File: src/rtl/dispatch_demux_pkg.sv
// Shared definitions for the dispatch demux and its arbiter-side consumers:
// sizing, word class encodings, FSM state encoding and the class decode.
package dispatch_demux_pkg;

   localparam int FIFO_UNITS  = 4;
   localparam int WORD_SIZE   = 10;
   localparam int STALL_LIMIT = 16;
   localparam int STALL_CNT_W = 5;

   typedef enum logic [1:0] {
      CLASS0 = 2'd0,
      CLASS1 = 2'd1,
      CLASS2 = 2'd2,
      CLASS3 = 2'd3
   } word_class_t;

   typedef enum logic [1:0] {
      ST_EMPTY   = 2'd0,
      ST_LOADED  = 2'd1,
      ST_STALLED = 2'd2
   } disp_state_t;

   function automatic logic [FIFO_UNITS-1:0] class_onehot(input logic [1:0] cls);
      logic [FIFO_UNITS-1:0] oh;
      case (cls)
         CLASS0:  oh = 4'b0001;
         CLASS1:  oh = 4'b0010;
         CLASS2:  oh = 4'b0100;
         CLASS3:  oh = 4'b1000;
         default: oh = 4'b0000;
      endcase
      return oh;
   endfunction

endpackage

File: src/rtl/dispatch_demux.sv
// Class-based demultiplexer: one hold register feeding per-class FIFOs, with
// idle-word dropping, backpressure stalling and a sticky stall timeout.
module dispatch_demux #(
   parameter int FIFO_UNITS  = dispatch_demux_pkg::FIFO_UNITS,
   parameter int WORD_SIZE   = dispatch_demux_pkg::WORD_SIZE,
   parameter int STALL_LIMIT = dispatch_demux_pkg::STALL_LIMIT
) (
   input  logic                  clk,
   input  logic                  reset,
   input  logic                  in_valid,
   input  logic [WORD_SIZE-1:0]  in_data,
   output logic                  in_ready,
   input  logic [FIFO_UNITS-1:0] out_almost_full,
   output logic [FIFO_UNITS-1:0] push,
   output logic [WORD_SIZE-1:0]  push_data,
   output logic [7:0]            idle_drop_count,
   output logic                  stall_timeout
);
   import dispatch_demux_pkg::*;

   disp_state_t              state;
   disp_state_t              state_next;
   logic [WORD_SIZE-1:0]     hold;
   logic [WORD_SIZE-1:0]     hold_next;
   logic [STALL_CNT_W-1:0]   stall_cnt;
   logic [STALL_CNT_W-1:0]   stall_cnt_next;
   logic [7:0]               idle_next;
   logic                     timeout_next;
   logic [FIFO_UNITS-1:0]    held_route;
   logic [FIFO_UNITS-1:0]    in_route;
   logic [FIFO_UNITS-1:0]    push_int;
   logic                     push_fire;
   logic                     ready_int;
   logic                     accept;
   logic                     in_idle;
   logic                     in_dest_af;
   logic                     held_af;
   logic                     stalling;

   // Routing, push strobe and handshake decode
   always_comb begin
      held_route = class_onehot(hold[WORD_SIZE-1 -: 2]);
      in_route   = class_onehot(in_data[WORD_SIZE-1 -: 2]);
      held_af    = |(held_route & out_almost_full);
      in_dest_af = |(in_route & out_almost_full);
      if (state != ST_EMPTY) begin
         push_int = held_route & ~out_almost_full;
      end else begin
         push_int = '0;
      end
      push_fire = |push_int;
      ready_int = (state == ST_EMPTY) || push_fire;
      accept    = in_valid && ready_int && reset;
      in_idle   = (in_data[WORD_SIZE-1 -: 2] == CLASS0) && (in_data[WORD_SIZE-3:0] == '0);
      stalling  = (state == ST_STALLED) && !push_fire;
   end

   // Next state and hold register; an idle word never replaces the held word
   always_comb begin
      state_next = state;
      hold_next  = hold;
      if (accept && !in_idle) begin
         hold_next = in_data;
         if (in_dest_af) begin
            state_next = ST_STALLED;
         end else begin
            state_next = ST_LOADED;
         end
      end else if (push_fire) begin
         state_next = ST_EMPTY;
      end else if (state != ST_EMPTY) begin
         if (held_af) begin
            state_next = ST_STALLED;
         end else begin
            state_next = ST_LOADED;
         end
      end else begin
         state_next = ST_EMPTY;
      end
   end

   // Stall counter, sticky timeout and saturating idle-drop counter
   always_comb begin
      stall_cnt_next = '0;
      timeout_next   = stall_timeout;
      idle_next      = idle_drop_count;
      if (stalling) begin
         if (stall_cnt == {STALL_CNT_W{1'b1}}) begin
            stall_cnt_next = stall_cnt;
         end else begin
            stall_cnt_next = stall_cnt + {{(STALL_CNT_W-1){1'b0}}, 1'b1};
         end
         if (int'(stall_cnt_next) >= STALL_LIMIT) begin
            timeout_next = 1'b1;
         end else begin
            timeout_next = stall_timeout;
         end
      end else begin
         stall_cnt_next = '0;
      end
      if (accept && in_idle && (idle_drop_count != 8'd255)) begin
         idle_next = idle_drop_count + 8'd1;
      end else begin
         idle_next = idle_drop_count;
      end
   end

   // State and datapath registers with synchronous active-low reset
   always_ff @(posedge clk) begin
      if (!reset) begin
         state           <= ST_EMPTY;
         hold            <= '0;
         stall_cnt       <= '0;
         idle_drop_count <= 8'd0;
         stall_timeout   <= 1'b0;
      end else begin
         state           <= state_next;
         hold            <= hold_next;
         stall_cnt       <= stall_cnt_next;
         idle_drop_count <= idle_next;
         stall_timeout   <= timeout_next;
      end
   end

   // Handshake outputs are forced quiet while reset is held low
   always_comb begin
      if (reset) begin
         in_ready  = ready_int;
         push      = push_int;
         push_data = hold;
      end else begin
         in_ready  = 1'b0;
         push      = '0;
         push_data = '0;
      end
   end

endmodule

File: config.mk
export PLATFORM = sky130hd
export DESIGN_NAME = dispatch_demux
export DESIGN_NICKNAME = d
export VERILOG_FILES = /design/src/rtl/dispatch_demux_pkg.sv /design/src/rtl/dispatch_demux.sv
export SDC_FILE = /design/constraint.sdc
export NUM_CORES = 1
export LEC_CHECK = 0
export CAP_MARGIN = 0
export CORE_MARGIN = 4
export CORE_UTILIZATION = 30
export CTS_CLUSTER_DIAMETER = 30
export CTS_CLUSTER_SIZE = 16
export DETAILED_ROUTE_END_ITERATION = 10
export GPL_ROUTABILITY_DRIVEN = 0
export GPL_TIMING_DRIVEN = 0
export SKIP_LAST_GASP = 1
export SLEW_MARGIN = 30
export SYNTH_ARGS = -nofsm -noshare
export SYNTH_HDL_FRONTEND = slang
export SYNTH_SLANG_ARGS = --single-unit
File: constraint.sdc
create_clock -name clk -period 3.41 [get_ports clk]
set_clock_uncertainty 0.05 [all_clocks]
set_input_delay 0.5115 -clock clk [delete_from_list [all_inputs] [get_ports clk]]
set_output_delay 0.5115 -clock clk [all_outputs]
set_load 0.01 [all_outputs]
==> results of run 1 <==
## cells in the mapped netlist, types with 2 or more instances
library cell and count:
ha_1 2, nand2_1 10, o22ai_1 2, nor3_1 9, o21ai_0 2, nor2_1 10
dfxtp_1 26, a211oi_1 3, mux2i_1 8, nand2b_1 4, and2_1 9, inv_1 5
nor4_1 3, a21oi_1 3, xnor2_1 2, nand3_1 5, mux2_2 8, or4_1 3
a31oi_1 4, clkbuf_1 4, nand4_1 2
## cell families after synthesis
| group | count (synthesis) |
|---|---|
| xor gates and xnor gates | 3 |
| AOI/OAI and AO/OA | 18 |
| and+or+nand+nor | 60 |
| muxes | 18 |
| adders and majority gates | 2 |
| DFF | 26 |
| buffers and inverters | 10 |
## per-stage QoR
step	power, mW	hold slack, ns
2_1_floorplan	0.381	0.395
3_3_place_gp	0.430	0.397
3_5_place_dp	0.433	0.409
4_1_cts	0.605	0.429
5_1_grt	0.629	0.464
6_report	0.598	0.416
## how the worst max path moves through the flow
stage | from | end | slack, ns | cells after the start
4_1_cts | reset | push[3] | 0.43 | 5
5_1_grt | reset | push[3] | 0.28 | 5
2_1_floorplan | in_data[5] | idle_drop_count[0]$_SDFFE_PN0P_ | 1.04 | 5
6_report | reset | push[3] | 0.44 | 5
3_5_place_dp | in_data[5] | hold[8]$_SDFFE_PN0P_ | 0.43 | 6
3_3_place_gp | in_data[6] | hold[8]$_SDFFE_PN0P_ | 0.44 | 6
## final cells by class
type | count | area (sq um) | area share, %
Buffer | 5 | 20.0 | 1.14
Clock buffer | 3 | 41.3 | 2.35
Inverter | 5 | 18.8 | 1.07
Multi-Input combinational cell | 101 | 697 | 39.6
Sequential cell | 26 | 520 | 29.6
Tap cell | 50 | 62.6 | 3.55
Timing Repair Buffer | 40 | 400 | 22.7
## per-layer routing
metal  routed length (microns)  global-route usage (%)  vias up
li1                          -                       -      585
met1                      1390                    15.5      538
met2                      1490                    21.2       38
met3                       261                    4.55        5
met4                        56                    5.53        0
met5                         0                       0        -
## worst reg2reg max path: cells and delay by family (launching register included)
kind	cells	cell delay [ns]
AOI/OAI and AO/OA	2	0.69
and+or+nand+nor	1	0.30
DFF	1	0.33
muxes	1	0.40
buffers and inverters	1	0.47
## power by group through the flow
stage | combinational (mW) | sequential (mW) | clock (mW)
after floorplan | 0.0521 | 0.328 | 0
after global placement | 0.101 | 0.330 | 0
after detailed placement | 0.103 | 0.331 | 0
after CTS | 0.104 | 0.323 | 0.178
after global routing | 0.112 | 0.325 | 0.191
final | 0.102 | 0.323 | 0.172
==> results.ini, run 1 <==
[synth]
synth_xor_area_share_pct = 2.09
ys.flop_type = dfxtp_1
ys_warn_count = 0
synth_top_family_by_area = simple AND/OR/NAND/NOR gates
mappedNetlistArea_sq_um = 1260
synth-compound-area-share_pct = 9.56
yosys.area_share.simple_pct = 25.6
synth_edf_count = 0
avgSynthCellArea_sq_um = 9.17
syn_inst = 137
synth_nets = 156
synthMuxAreaShare_pct = 16.2
yosysSeqAreaShare_pct = 41.4
synth_adder_area_share_pct = 1.99
synthTopCellsByArea = dfxtp_1, mux2_2, mux2i_1, and2_1, nor3_1
ys_ff_latch = 26
yosysTopAreaCell = dfxtp_1
synth_cell_type_count = 34
netlist.area_leader.share_pct = 41.4
async_flop_share_pct = 0

[worst_setup_path]
critPathRequiredTime_ns = 2.85
crit_path_max_fanout = 10
r2r_slack_ns = 1.07
cp_cell_sequence = clkdlybuf4s50_1 > clkbuf_1 > nand2_1 > nor3_1 > clkdlybuf4s50_1
cp_data_arrival_time_ns = 2.40
timing.critical_path.mode_cell = clkdlybuf4s50_1
path_buf_inv = 3
cp-end-kind = output pin
cpLargestDelayFamily = buffers and inverters
cpPeakStageDelay_ns = 0.58
crit_type = input pin to output pin
setup.worst_path.start_class = input pin
reg2reg_depth = 5
rr_startpoint = state[1]$_SDFF_PN0_
reg2reg_to = hold[9]$_SDFFE_PN0P_
cp_slowest_cell = clkdlybuf4s50_1

[final_layout]
diodes = 0
layout.cells.non_filler = 230
fin_nets = 201
utilization_pct = 43.7
layout-drive-gt1-share_pct = 8.89
num-fill-cells = 413
syn_to_final_growth_pct = 40.1
final_common_cell = clkdlybuf4s50_1
fin_area_sq_um = 1760
layout_common_cells = clkdlybuf4s50_1, dfxtp_1, nand2_1, nor2_1

[timing]
rsz0062_at_grt = no
period_minus_slack_ns = 2.97
layout_setup_ws_ns = 0.444
finalCritPeriodShare_pct = 87.0
fmax_ghz = 0.337
slew_headroom_pct = 60.1
hold_viol = 0
drv_slew = 0
worst_pin_slew_ns = 0.595
setup_viol = 0
tns_ns = 0

[clock_network]
htreeDepth = 1
ctsRootBufferMaster = clkbuf_8
holdBufCountCts = 0
cts_sinks = 26
cts_buffer_depth = 2
path_clk_slew_ns = 0.08
cts-buffers-inserted = 3
post-cts-setup-buffer-count = 0
cts_resized = 0
clkLatencyLatePin_ns = 0.27
cts_tree = built

[floorplan]
fp-row-count = 23
pin_count = 41
floorplan.initialDensity_pct = 31.2
die_x_microns = 72.7
core_sq_um = 4030
die_h_microns = 72.7
dieArea_sq_um = 5290

[min_path]
holdCritPathClass = flop to flop
min-delay-start = stall_timeout$_SDFFE_PN0P_
hold_end = stall_timeout$_SDFFE_PN0P_
hold_path_depth = 2

[drt]
dr.pass1.iters = 4
vias = 1166
ant_nets = 0
drt_iter0_markers = 33
drt_wl_total_microns = 3200
wl_per_cell_microns = 13.9
routed_via_density = 5.07
drc = 0

[placed_design]
placed_area_sq_um = 1720
portBuffers = 40
dp_hpwl_microns = 2530
post-place-cells = 227
dpl_worst_slack_ns = 0.426

[power_and_ir_drop]
sequentialPowerShare_pct = 54.1
switching_power_mw = 0.145
p_leak_nw = 0.617
peakVddDrop_v = 0.000185
powerDensity_nw_per_um2 = 340
intPower_mw = 0.453
swShare_pct = 24.3
pwr-share-clk_pct = 28.8
comb_power_share_pct = 17.1

[global_routing]
antenna_found_initial = 0
grt_first_pass_wirelength_microns = 5440
overflow = 0
track_usage_pct = 13.0
grt_max_degree = 14
grt_pass1_vias = 1212

[outcome]
status = complete, no violations

[flow_run]
maxCapViolCount = 0

Power figures use the tool's default switching activity.
==> inputs of run 2 (changes only) <==
- CORE_UTILIZATION: 30 -> 48
- PLACE_DENSITY: default -> 0.83
==> run 2 against run 1 <==
Via count rose by 3.9%. Critical path depth is the same. Count of clock-buffer cells in the layout grew 1. Worst setup slack got worse by 0.039 ns. Critical path type unchanged.
==> results.ini, run 2 (synthesized netlist as in run 1, its figures left out) <==
[outcome]
status = complete, no violations

[clock_network]
post-cts-setup-buffer-count = 0
cts_tree = built
ctsRootBufferMaster = clkbuf_4
cts_buffer_depth = 2
cts_resized = 0
cts-buffers-inserted = 3
path_clk_slew_ns = 0.14
cts_sinks = 26
htreeDepth = 1
clkLatencyLatePin_ns = 0.33
holdBufCountCts = 0

[global_routing]
overflow = 0
antenna_found_initial = 0
grt_pass1_vias = 1191
grt_max_degree = 15
grt_first_pass_wirelength_microns = 5150
track_usage_pct = 18.7

[timing]
slew_headroom_pct = 58.7
layout_setup_ws_ns = 0.405
rsz0062_at_grt = no
hold_ws_ns = 0.433
worst_pin_slew_ns = 0.614
finalCritPeriodShare_pct = 88.1
tns_ns = 0
setup_viol = 0
fmax_ghz = 0.333
period_minus_slack_ns = 3.00
drv_slew = 0
hold_viol = 0

[worst_setup_path]
rr_startpoint = state[1]$_SDFF_PN0_
reg2reg_to = hold[7]$_SDFFE_PN0P_
cp_cell_sequence = clkdlybuf4s50_1 > clkbuf_1 > nand2_1 > nor3_1 > clkdlybuf4s50_1
timing.critical_path.mode_cell = clkdlybuf4s50_1
cp_slowest_cell = clkdlybuf4s50_1
crit_path_max_fanout = 10
critPathRequiredTime_ns = 2.85
reg2reg_depth = 5
cp_data_arrival_time_ns = 2.44
cp-end-kind = output pin
r2r_slack_ns = 1.13
crit_type = input pin to output pin
cpPeakStageDelay_ns = 0.59
setup.worst_path.start_class = input pin

[final_layout]
layout-drive-gt1-share_pct = 9.39
utilization_pct = 69.8
diodes = 0
final_common_cell = clkdlybuf4s50_1
syn_to_final_growth_pct = 37.7
layout_common_cells = clkdlybuf4s50_1, dfxtp_1, nand2_1, nor2_1
layout.cells.non_filler = 211
fin_nets = 201
fin_area_sq_um = 1730

[drt]
wl_per_cell_microns = 14.4
dr.pass1.iters = 4
drt_wl_total_microns = 3040
routed_via_density = 5.74
drt_iter0_markers = 53
ant_nets = 0
vias = 1211
drc = 0

[placed_design]
placed_area_sq_um = 1690
dpl_worst_slack_ns = 0.435
dp_hpwl_microns = 2310
portBuffers = 40
post-place-cells = 207

[floorplan]
die_x_microns = 59.2
core_sq_um = 2480
fp-row-count = 18
dieArea_sq_um = 3500
floorplan.initialDensity_pct = 50.7
die_h_microns = 59.2
pin_count = 41

[power_and_ir_drop]
power.total_mw = 0.587
powerDensity_nw_per_um2 = 339
p_leak_nw = 0.617
peakVddDrop_v = 0.000209

[min_path]
hold_end = stall_timeout$_SDFFE_PN0P_
hold_path_depth = 2
holdCritPathClass = flop to flop
min-delay-start = stall_timeout$_SDFFE_PN0P_

[flow_run]
maxCapViolCount = 0

==> run 2: cell types whose count changed in the layout (fill, tap and decap cells not counted), sizes merged <==
cell | before | now
clkbuf | 7 | 8
==> run 2: area by class of cell <==
type / instances / area, sq um
inverters: 5 / 18.8
plain buffers: 5 / 20.0
repair buffers: 40 / 400
clock buffers: 4 / 36.3
fillers: 201 / 747
well taps: 30 / 37.5
flip-flops and latches: 26 / 520
multi-input cells: 101 / 697
==> run 2: per-layer routing <==
metal | up-vias | part of all wire [%] | routed length, microns | global-route usage, %
met5 | - | 0 | 0 | 0
met4 | 0 | 1.4 | 44 | 7.12
met3 | 7 | 7.7 | 234 | 4.79
met2 | 48 | 48 | 1460 | 30.6
met1 | 568 | 43 | 1300 | 23.5
li1 | 588 | - | - | -
==> run 2: critical path, delay by kind of cell <==
| family | cells | cell delay (ns) |
|---|---|---|
| buffers and inverters | 3 | 1.52 |
| and+or+nand+nor | 2 | 0.41 |
==> run 2: report_power, final <==
group | switching [mW] | leakage, nW | internal (mW)
logic | 0.0449 | 0.384 | 0.0567
registers | 0.00597 | 0.212 | 0.317
clock network | 0.0967 | 0.0210 | 0.0655
==> run 2: how the worst max path moves through the flow <==
stage | startpoint | end | slack (ns) | depth (start not counted)
floorplan | in_data[5] | idle_drop_count[0]$_SDFFE_PN0P_ | 1.04 | 5
detailed placement | in_data[5] | hold[8]$_SDFFE_PN0P_ | 0.43 | 6
global route | reset | push[3] | 0.27 | 5
finish | reset | push[2] | 0.41 | 5
global placement | in_data[6] | hold[8]$_SDFFE_PN0P_ | 0.46 | 6
CTS | reset | push[2] | 0.40 | 5
==> inputs of run 3 (changes only) <==
- CORE_UTILIZATION: 48 -> 51
- CTS_BUF_LIST: default -> sky130_fd_sc_hd__clkbuf_8
- PLACE_DENSITY: 0.83 -> 0.87
==> run 3 against run 2 <==
Cell count fell by 0.95%. Design area up 0.94%. Total power is 7.3% higher. Flip-flop and latch count stayed put. Largest cell class unchanged. Clock power increased by 27%. Hold slack got worse by 0.0074 ns. Sequential power barely moved. Count of clock-buffer cells in the layout did not move. Routed wire length fell by 1.1%. Sequential share of layout area is 0.28 points lower. Core utilization increased by 6.9 points.
==> results.ini, run 3 (synthesized netlist as in run 1, its figures left out) <==
[final_layout]
layout_common_cells = clkdlybuf4s50_1, dfxtp_1, nand2_1, nor2_1
utilization_pct = 76.7
diodes = 0
num-fill-cells = 157
layout-drive-gt1-share_pct = 9.39
final_common_cell = clkdlybuf4s50_1
fin_nets = 201
syn_to_final_growth_pct = 39.0

[power_and_ir_drop]
pwr-share-clk_pct = 32.7
intPower_mw = 0.477
comb_power_share_pct = 16.0
switching_power_mw = 0.153
peakVddDrop_v = 0.000271
powerDensity_nw_per_um2 = 361
sequentialPowerShare_pct = 51.3
p_leak_nw = 0.625
swShare_pct = 24.3

[clock_network]
clkLatencyLatePin_ns = 0.27
cts_buffer_depth = 2
cts_resized = 0
post-cts-setup-buffer-count = 0
holdBufCountCts = 0
htreeDepth = 1
cts_sinks = 26
cts_tree = built
cts-buffers-inserted = 3
ctsRootBufferMaster = clkbuf_8
path_clk_slew_ns = 0.09

[global_routing]
track_usage_pct = 18.5
grt_first_pass_wirelength_microns = 4980
grt_max_degree = 15
grt_pass1_vias = 1181
antenna_found_initial = 0
overflow = 0

[drt]
wl_per_cell_microns = 14.4
routed_via_density = 5.80
dr.pass1.iters = 4
vias = 1213
drt_wl_total_microns = 3010
drt_iter0_markers = 24
drc = 0
ant_nets = 0

[timing]
setup_viol = 0
rsz0062_at_grt = no
fmax_ghz = 0.342
slew_headroom_pct = 59.2
hold_ws_ns = 0.425
tns_ns = 0
period_minus_slack_ns = 2.92
drv_slew = 0
hold_viol = 0
worst_pin_slew_ns = 0.608
finalCritPeriodShare_pct = 85.6

[floorplan]
fp-row-count = 17
dieArea_sq_um = 3320
core_sq_um = 2280
pin_count = 41
die_h_microns = 57.6
floorplan.initialDensity_pct = 55.2
die_x_microns = 57.6

[worst_setup_path]
cp-end-kind = output pin
critPathRequiredTime_ns = 2.85
setup.worst_path.start_class = input pin
crit_path_max_fanout = 10
cp_data_arrival_time_ns = 2.36
crit_type = input pin to output pin

[min_path]
holdCritPathClass = flop to flop

[outcome]
status = complete, no violations

[flow_run]
maxCapViolCount = 0

[placed_design]
portBuffers = 40
dp_hpwl_microns = 2320

-- run 3: cell counts in the layout (fill, tap and decap cells not counted) --
No cell type changed its count.
-- run 3: worst paths after layout --
path	slack, ns	from	end	cells past startpoint
max reg2reg	1.15	hold[9]$_SDFFE_PN0P_	hold[2]$_SDFFE_PN0P_	5
min	0.43	stall_timeout$_SDFFE_PN0P_	stall_timeout$_SDFFE_PN0P_	2
max	0.49	reset	push[3]	5
min reg2reg	0.43	stall_timeout$_SDFFE_PN0P_	stall_timeout$_SDFFE_PN0P_	2
-- run 3: final cells by class --
class	instances	area, sq um	share of cell area [%]
repair buffers	40	400	22.9
multi-input cells	101	697	39.9
well taps	28	35.0	2.01
plain buffers	5	20.0	1.15
flip-flops and latches	26	520	29.8
clock buffers	4	55.1	3.15
inverters	5	18.8	1.07
-- run 3: power groups by stage --
stage	Clock (mW)	Combinational, mW	Sequential, mW
detailed placement	0	0.101	0.330
global placement	0	0.0983	0.329
floorplan	0	0.0521	0.328
CTS	0.210	0.101	0.323
finish	0.206	0.101	0.323
global route	0.218	0.110	0.325
-- run 3: critical path, stage by stage --
cell	delay, ns
clkdlybuf4s50_1	0.57
clkbuf_1	0.34
nand2_1	0.16
nor3_1	0.19
clkdlybuf4s50_1	0.58
-- run 3: metal layers --
layer | up-vias | share of wire [%] | track usage, %
met2 | 57 | 48 | 32.9
met1 | 563 | 43 | 21.4
met5 | - | 0 | 0
li1 | 587 | - | -
met3 | 6 | 7.9 | 4.45
met4 | 0 | 1.1 | 6.95
-- run 3: per-stage QoR --
step / cells / worst slack, ns / total power, mW / area [sq um]
6_report: 209 / 0.490 / 0.630 / 1750
5_1_grt: 209 / 0.373 / 0.653 / 1750
4_1_cts: 209 / 0.485 / 0.634 / 1750
3_5_place_dp: 205 / 0.405 / 0.431 / 1690
3_3_place_gp: 205 / 0.471 / 0.428 / 1690
2_1_floorplan: 137 / 1.04 / 0.381 / 1260
